### config.mk
export PLATFORM = sky130hd
export DESIGN_NAME = pc_redirect_unit
export DESIGN_NICKNAME = d
export VERILOG_FILES = /design/src/rtl/pc_redirect_unit.sv
export SDC_FILE = /design/constraint.sdc
export NUM_CORES = 1
export LEC_CHECK = 0
export CAP_MARGIN = 10
export CORE_MARGIN = 2
export CORE_UTILIZATION = 55
export CTS_CLUSTER_DIAMETER = 200
export DETAILED_ROUTE_END_ITERATION = 10
export GPL_TIMING_DRIVEN = 0
export PLACE_DENSITY = 0.83
export RECOVER_POWER = 25
export SLEW_MARGIN = 15
export SYNTH_ARGS = -nofsm -noshare
export SYNTH_HDL_FRONTEND = slang
export SYNTH_SLANG_ARGS = --single-unit
### constraint.sdc
create_clock -name clk -period 9 [get_ports clk]
set_input_delay 1.8 -clock clk [delete_from_list [all_inputs] [get_ports clk]]
set_output_delay 1.8 -clock clk [all_outputs]
set_load 0.05 [all_outputs]
### src/rtl/pc_redirect_unit.sv
// Owns the architectural fetch PC: steps sequentially, applies EXE control transfers,
// and traps misaligned redirect targets through a handshaked exception.
module pc_redirect_unit #(
    parameter int                    ADDR_WIDTH   = 32,
    parameter int                    DATA_WIDTH   = 32,
    parameter logic [ADDR_WIDTH-1:0] RESET_VECTOR = '0,
    parameter int                    C_EXT        = 0,
    parameter int                    CNT_WIDTH    = 16
) (
    input  logic                  clk,
    input  logic                  rstn,
    input  logic                  exe_valid_i,
    output logic                  exe_ready_o,
    input  logic [ADDR_WIDTH-1:0] exe_pc_i,
    input  logic [DATA_WIDTH-1:0] exe_out_i,
    input  logic [DATA_WIDTH-1:0] exe_op3_i,
    input  logic [1:0]            exe_pc_ctrl_i,
    input  logic                  exe_ilen_i,
    output logic [ADDR_WIDTH-1:0] if_pc_o,
    output logic                  if_valid_o,
    input  logic                  if_ready_i,
    output logic                  flush_o,
    output logic                  exc_valid_o,
    input  logic                  exc_ready_i,
    output logic [ADDR_WIDTH-1:0] exc_tval_o,
    input  logic [ADDR_WIDTH-1:0] trap_vec_i,
    output logic [CNT_WIDTH-1:0]  redir_cnt_o
);

    localparam logic [1:0] PC_INC = 2'd0;
    localparam logic [1:0] PC_SET = 2'd1;
    localparam logic [1:0] PC_ADD = 2'd2;

    typedef enum logic [1:0] {
        BOOT = 2'd0,
        RUN  = 2'd1,
        TRAP = 2'd2
    } state_t;

    state_t                state_q, state_d;
    logic [ADDR_WIDTH-1:0] pc_q, pc_d;
    logic [ADDR_WIDTH-1:0] tval_q, tval_d;
    logic [CNT_WIDTH-1:0]  cnt_q, cnt_d;

    logic [ADDR_WIDTH-1:0] out_addr;
    logic [ADDR_WIDTH-1:0] op3_addr;
    logic [ADDR_WIDTH-1:0] ilen;
    logic [ADDR_WIDTH-1:0] seq_pc;
    logic [ADDR_WIDTH-1:0] target;
    logic                  transfer;
    logic                  redirect;
    logic                  misaligned;

    // EXE operands become addresses modulo 2^ADDR_WIDTH
    generate
        if (DATA_WIDTH >= ADDR_WIDTH) begin : g_trunc
            assign out_addr = exe_out_i[ADDR_WIDTH-1:0];
            assign op3_addr = exe_op3_i[ADDR_WIDTH-1:0];
        end else begin : g_ext
            assign out_addr = ADDR_WIDTH'(exe_out_i);
            assign op3_addr = ADDR_WIDTH'(exe_op3_i);
        end
    endgenerate

    assign ilen   = ((C_EXT != 0) && exe_ilen_i) ? ADDR_WIDTH'(2) : ADDR_WIDTH'(4);
    assign seq_pc = exe_pc_i + ilen;

    always_comb begin
        target = seq_pc;
        case (exe_pc_ctrl_i)
            PC_INC:  target = seq_pc;
            PC_SET:  target = {out_addr[ADDR_WIDTH-1:1], 1'b0};
            PC_ADD:  target = exe_pc_i + out_addr;
            default: target = exe_out_i[0] ? (exe_pc_i + op3_addr) : seq_pc;
        endcase
    end

    assign misaligned = (C_EXT != 0) ? target[0] : (target[1:0] != 2'b00);
    assign transfer   = exe_valid_i & exe_ready_o;
    assign redirect   = transfer & (target != seq_pc);

    // A redirect takes priority over the sequential fetch step in the same cycle
    always_comb begin
        state_d = state_q;
        pc_d    = pc_q;
        tval_d  = tval_q;
        cnt_d   = cnt_q;
        case (state_q)
            BOOT: state_d = RUN;
            RUN: begin
                if (redirect) begin
                    if (misaligned) begin
                        tval_d  = target;
                        state_d = TRAP;
                    end else begin
                        pc_d = target;
                        if (!(&cnt_q)) begin
                            cnt_d = cnt_q + CNT_WIDTH'(1);
                        end
                    end
                end else if (if_ready_i) begin
                    pc_d = pc_q + ADDR_WIDTH'(4);
                end
            end
            TRAP: begin
                if (exc_ready_i) begin
                    pc_d    = trap_vec_i;
                    state_d = RUN;
                end
            end
            default: state_d = BOOT;
        endcase
    end

    always_ff @(posedge clk) begin
        if (!rstn) begin
            state_q <= BOOT;
            pc_q    <= RESET_VECTOR;
            tval_q  <= '0;
            cnt_q   <= '0;
        end else begin
            state_q <= state_d;
            pc_q    <= pc_d;
            tval_q  <= tval_d;
            cnt_q   <= cnt_d;
        end
    end

    assign exe_ready_o = (state_q == RUN);
    assign if_valid_o  = (state_q == RUN);
    assign if_pc_o     = pc_q;
    assign flush_o     = redirect;
    assign exc_valid_o = (state_q == TRAP);
    assign exc_tval_o  = tval_q;
    assign redir_cnt_o = cnt_q;

endmodule

==> impl_metrics.json <==
{
  "tritoncts": "yes",
  "fp.dieH_microns": 150.7,
  "comb_power_share_pct": 57.4,
  "crit_slowest_cell": "nor4_1",
  "drv_slew": 0,
  "io_pins": 220,
  "async_flop_share_pct": 0,
  "worst-endpoint-required_ns": 7.20,
  "nNetsFinal": 2150,
  "use_met2_pct": 71.25,
  "post_synth_xor_area_fraction_pct": 7.540,
  "worstMarginPinSlew_ns": 1.224,
  "fp-row-count": 53,
  "hpwlAfterDp_microns": 43010,
  "n_antenna_cell": 0,
  "portBuffers": 217,
  "die_x_microns": 150.7,
  "max-slew-margin-rel_pct": 16.30,
  "fin_cells": 2223,
  "grt_usage_pct": 45.38,
  "synth_seq_cells": 82,
  "period_needed_ns": 8.994,
  "top_usage_layer": "met2",
  "via_per_inst": 7.033,
  "fillCellCount": 1763,
  "initial_core_util_pct": 56.11,
  "synth_compound_area_share_pct": 31.44,
  "synth-simple-area-share_pct": 30.87,
  "worstPathArrival_ns": 7.19,
  "rrSetupSlack_ns": 6.21,
  "tns_ns": 0,
  "cp.depth": 16,
  "power_frac_seq_pct": 23.0,
  "setup-violations-final": 0,
  "grt_start_max_net_pins": 15,
  "seq_area_frac_synth_pct": 13.87,
  "use_met3_pct": 8.697,
  "crit_path_start_kind": "input pin",
  "cts-buffers-inserted": 9,
  "run_status": "finished, final reports clean",
  "end_kind": "output port",
  "synth_nets": 1918,
  "drive_gt1_share_pct": 5.339,
  "grt_overflow": 0,
  "clkSlewWorstSetupHoldPaths_ns": 0.06,
  "cp_num_buf_inv": 5,
  "yosysUniqueCellTypes": 91,
  "fmax_mhz": 111.2,
  "routabilityCongestion": 1.090,
  "cts_sinks": 82,
  "path_class": "input pin to output port",
  "insertion_delay_ns": 0.35,
  "hold_viol": 0,
  "r2r-start": "state_q[0]",
  "maxCapViolations": 0,
  "finalCritPeriodShare_pct": 99.93,
  "holdWs_ns": 0.4558,
  "first_global_vias": 14050,
  "synth_edf_count": 0,
  "core_area_sq_mm": 0.02109,
  "ir_worst_vdd_uv": 96.23,
  "cts-htree-levels": 3,
  "ctsHoldBuffers": 0,
  "drc": 0,
  "clock_power_share_pct": 19.6,
  "grtUsageMet1_pct": 58.98,
  "netlist_area_sq_mm": 0.01183,
  "die-area_sq_mm": 0.02270,
  "switching_share_pct": 47.77,
  "cp_max_fo": 10,
  "intPower_mw": 1.073,
  "drt_wl_total_microns": 53780,
  "max_stage_delay_ns": 0.73,
  "critPathTopFamily": "simple AND/OR/NAND/NOR gates",
  "vias": 15630,
  "drtPass1Iterations": 6,
  "detail-route-antenna-nets": 0,
  "grt_pass1_wl_microns": 79540,
  "clk_path_buf_depth": 2,
  "post-place-cells": 2203,
  "path_common_cell": "nand4_1",
  "cts_root_buf": "clkbuf_16",
  "crit_path_start": "exe_pc_i[2]",
  "synth_top_family_by_area": "compound AO/OA/AOI/OAI gates",
  "power.switching_uw": 981.4,
  "yosys_most_used_dff": "dfxtp_1",
  "syn_inst": 1711,
  "wire_per_inst_microns": 24.19,
  "clock_skew_ns": 0.01038,
  "synth_fa_ha_area_share_pct": 7.635,
  "drtIter0Drc": 2302,
  "rr_worst_depth": 9,
  "hp-class": "flip-flop to flip-flop",
  "p_leak_nw": 5.601,
  "syn_area_per_cell_sq_um": 6.915,
  "muxShareOfSynthArea_pct": 3.437,
  "synth_warnings": 0,
  "syn_to_final_growth_pct": 25.38,
  "r2r-end": "if_pc_o[29]",
  "power_density_mw_per_mm2": 138.5,
  "antenna_found_initial": 1,
  "crit_path_end": "flush_o",
  "crit_chain": "clkdlybuf4s50_1 -> ha_1 -> nand4_1 -> nor4_1 -> mux2_2 -> a211oi_1 -> o311a_1 -> or3_1 -> o2111ai_1 -> a2111oi_0 -> nand4_1 -> o31ai_4 -> inv_2 -> buf_6 -> clkbuf_1 -> buf_2"
}
==> sequential cells by signal, summed over array words and instances, names as in the netlist <==
register / flops
redir_cnt_o: 16
state_q: 2
exc_tval_o: 32
if_pc_o: 32
==> metal layers <==
metal | up-vias | wire length, microns
li1 | 6945 | -
met1 | 7105 | 20060
met2 | 1329 | 23020
met3 | 253 | 7463
met4 | 2 | 3222
met5 | - | 13
==> power groups by stage <==
stage	Clock [mW]	Sequential (mW)	Combinational, mW
final	0.403	0.473	1.18
after global routing	0.409	0.477	1.24
after CTS	0.397	0.469	1.14
after detailed placement	0	0.476	1.12
after global placement	0	0.474	1.10
after floorplan	0	0.622	0.583
==> area by class of cell <==
cell class,instances,area [sq um],area share (%)
sequential,82,1642,11.07
buffer,115,500.5,3.374
tap,275,344.1,2.320
multi-input combinational,1482,9697,65.37
clock inverter,5,86.33,0.5820
clock buffer,11,232.7,1.569
timing repair buffer,222,2216,14.94
inverter,31,116.4,0.7844
==> placed cells by master, fill, tap and decap left out, types with 13 or more instances in the layout <==
master	synthesis	final
nor3_1	46	45
clkbuf_1	89	86
o21a_1	25	25
xnor2_1	47	46
inv_1	28	28
nor2_1	146	144
a311oi_1	27	26
mux2i_1	26	26
o211ai_1	39	39
and4_1	15	15
nand2b_1	23	23
nor4_1	16	15
or3_1	25	25
dfxtp_1	82	82
a211oi_1	37	35
and3_1	41	41
nand2_1	223	223
o21ai_0	73	68
ha_1	69	69
nand3_1	69	69
or4_1	13	13
nor2b_1	13	13
xor2_1	53	53
a21oi_1	143	143
and2_1	14	14
nand4_1	45	45
dlygate4sd3_1	0	41
a31oi_1	21	20
clkdlybuf4s50_1	0	174
a21o_1	29	29
==> synth_stat cells, types with 14 or more instances <==
master,number,area [sq um]
a211oi_1,37,277.8
a21o_1,29,217.7
a21oi_1,143,715.7
a311oi_1,27,236.5
a31oi_1,21,131.4
and2_1,14,87.58
and3_1,41,256.5
and4_1,15,131.4
clkbuf_1,89,334.1
dfxtp_1,82,1642
ha_1,69,863.3
inv_1,28,105.1
mux2i_1,26,260.3
nand2_1,223,837.1
nand2b_1,23,143.9
nand3_1,69,345.3
nand4_1,45,281.5
nor2_1,146,548.0
nor3_1,46,230.2
nor4_1,16,100.1
o211ai_1,39,292.8
o21a_1,25,187.7
o21ai_0,73,365.4
or3_1,25,156.4
xnor2_1,47,411.6
xor2_1,53,464.2
==> per-stage QoR <==
stage / util, % / area (sq um) / setup slack, ns / total power [mW]
after global placement: 68.04 / 14350 / -1.294 / 1.575
after detailed placement: 68.04 / 14350 / -1.350 / 1.595
after floorplan: - / 11830 / 1.265 / 1.204
final: 70.35 / 14830 / 0.006460 / 2.054
after CTS: 70.00 / 14760 / 0.03082 / 2.003
after global routing: 70.35 / 14830 / -0.03487 / 2.127
==> cell families after synthesis <==
group | count (synthesis)
and+or+nand+nor | 731
AOI/OAI and AO/OA | 542
buffers and inverters | 147
xor gates and xnor gates | 101
DFF | 82
adders and majority gates | 71
muxes | 37
==> what timing repair did <==
| item | 4_1_cts | 5_1_grt |
|---|---|---|
| endpoints found under the setup margin | 1 | 1 |
| cloned | 0 | 0 |
| setup buffers | 3 | 2 |
| gates resized for setup | 21 | 20 |
| pin swaps | 2 | 2 |
| hold endpoints to repair | 0 | 0 |
==> how the worst min path moves through the flow <==
| stage | cells past startpoint | slack (ns) | startpoint | endpoint |
|---|---|---|---|---|
| floorplan | 2 | 0.49 | state_q[0] | state_q[0] |
| global placement | 2 | 0.45 | exc_tval_o[1] | exc_tval_o[1] |
| detailed placement | 2 | 0.45 | exc_tval_o[8] | exc_tval_o[8] |
| CTS | 2 | 0.46 | exc_tval_o[8] | exc_tval_o[8] |
| global route | 2 | 0.48 | exc_tval_o[5] | exc_tval_o[5] |
| finish | 2 | 0.46 | exc_tval_o[8] | exc_tval_o[8] |
==> tightest hold or removal path, stage by stage (launching register included) <==
cell	delay (ns)
dfxtp_1	0.31
nand2_1	0.05
a21oi_1	0.05
Power figures use the tool's default switching activity.
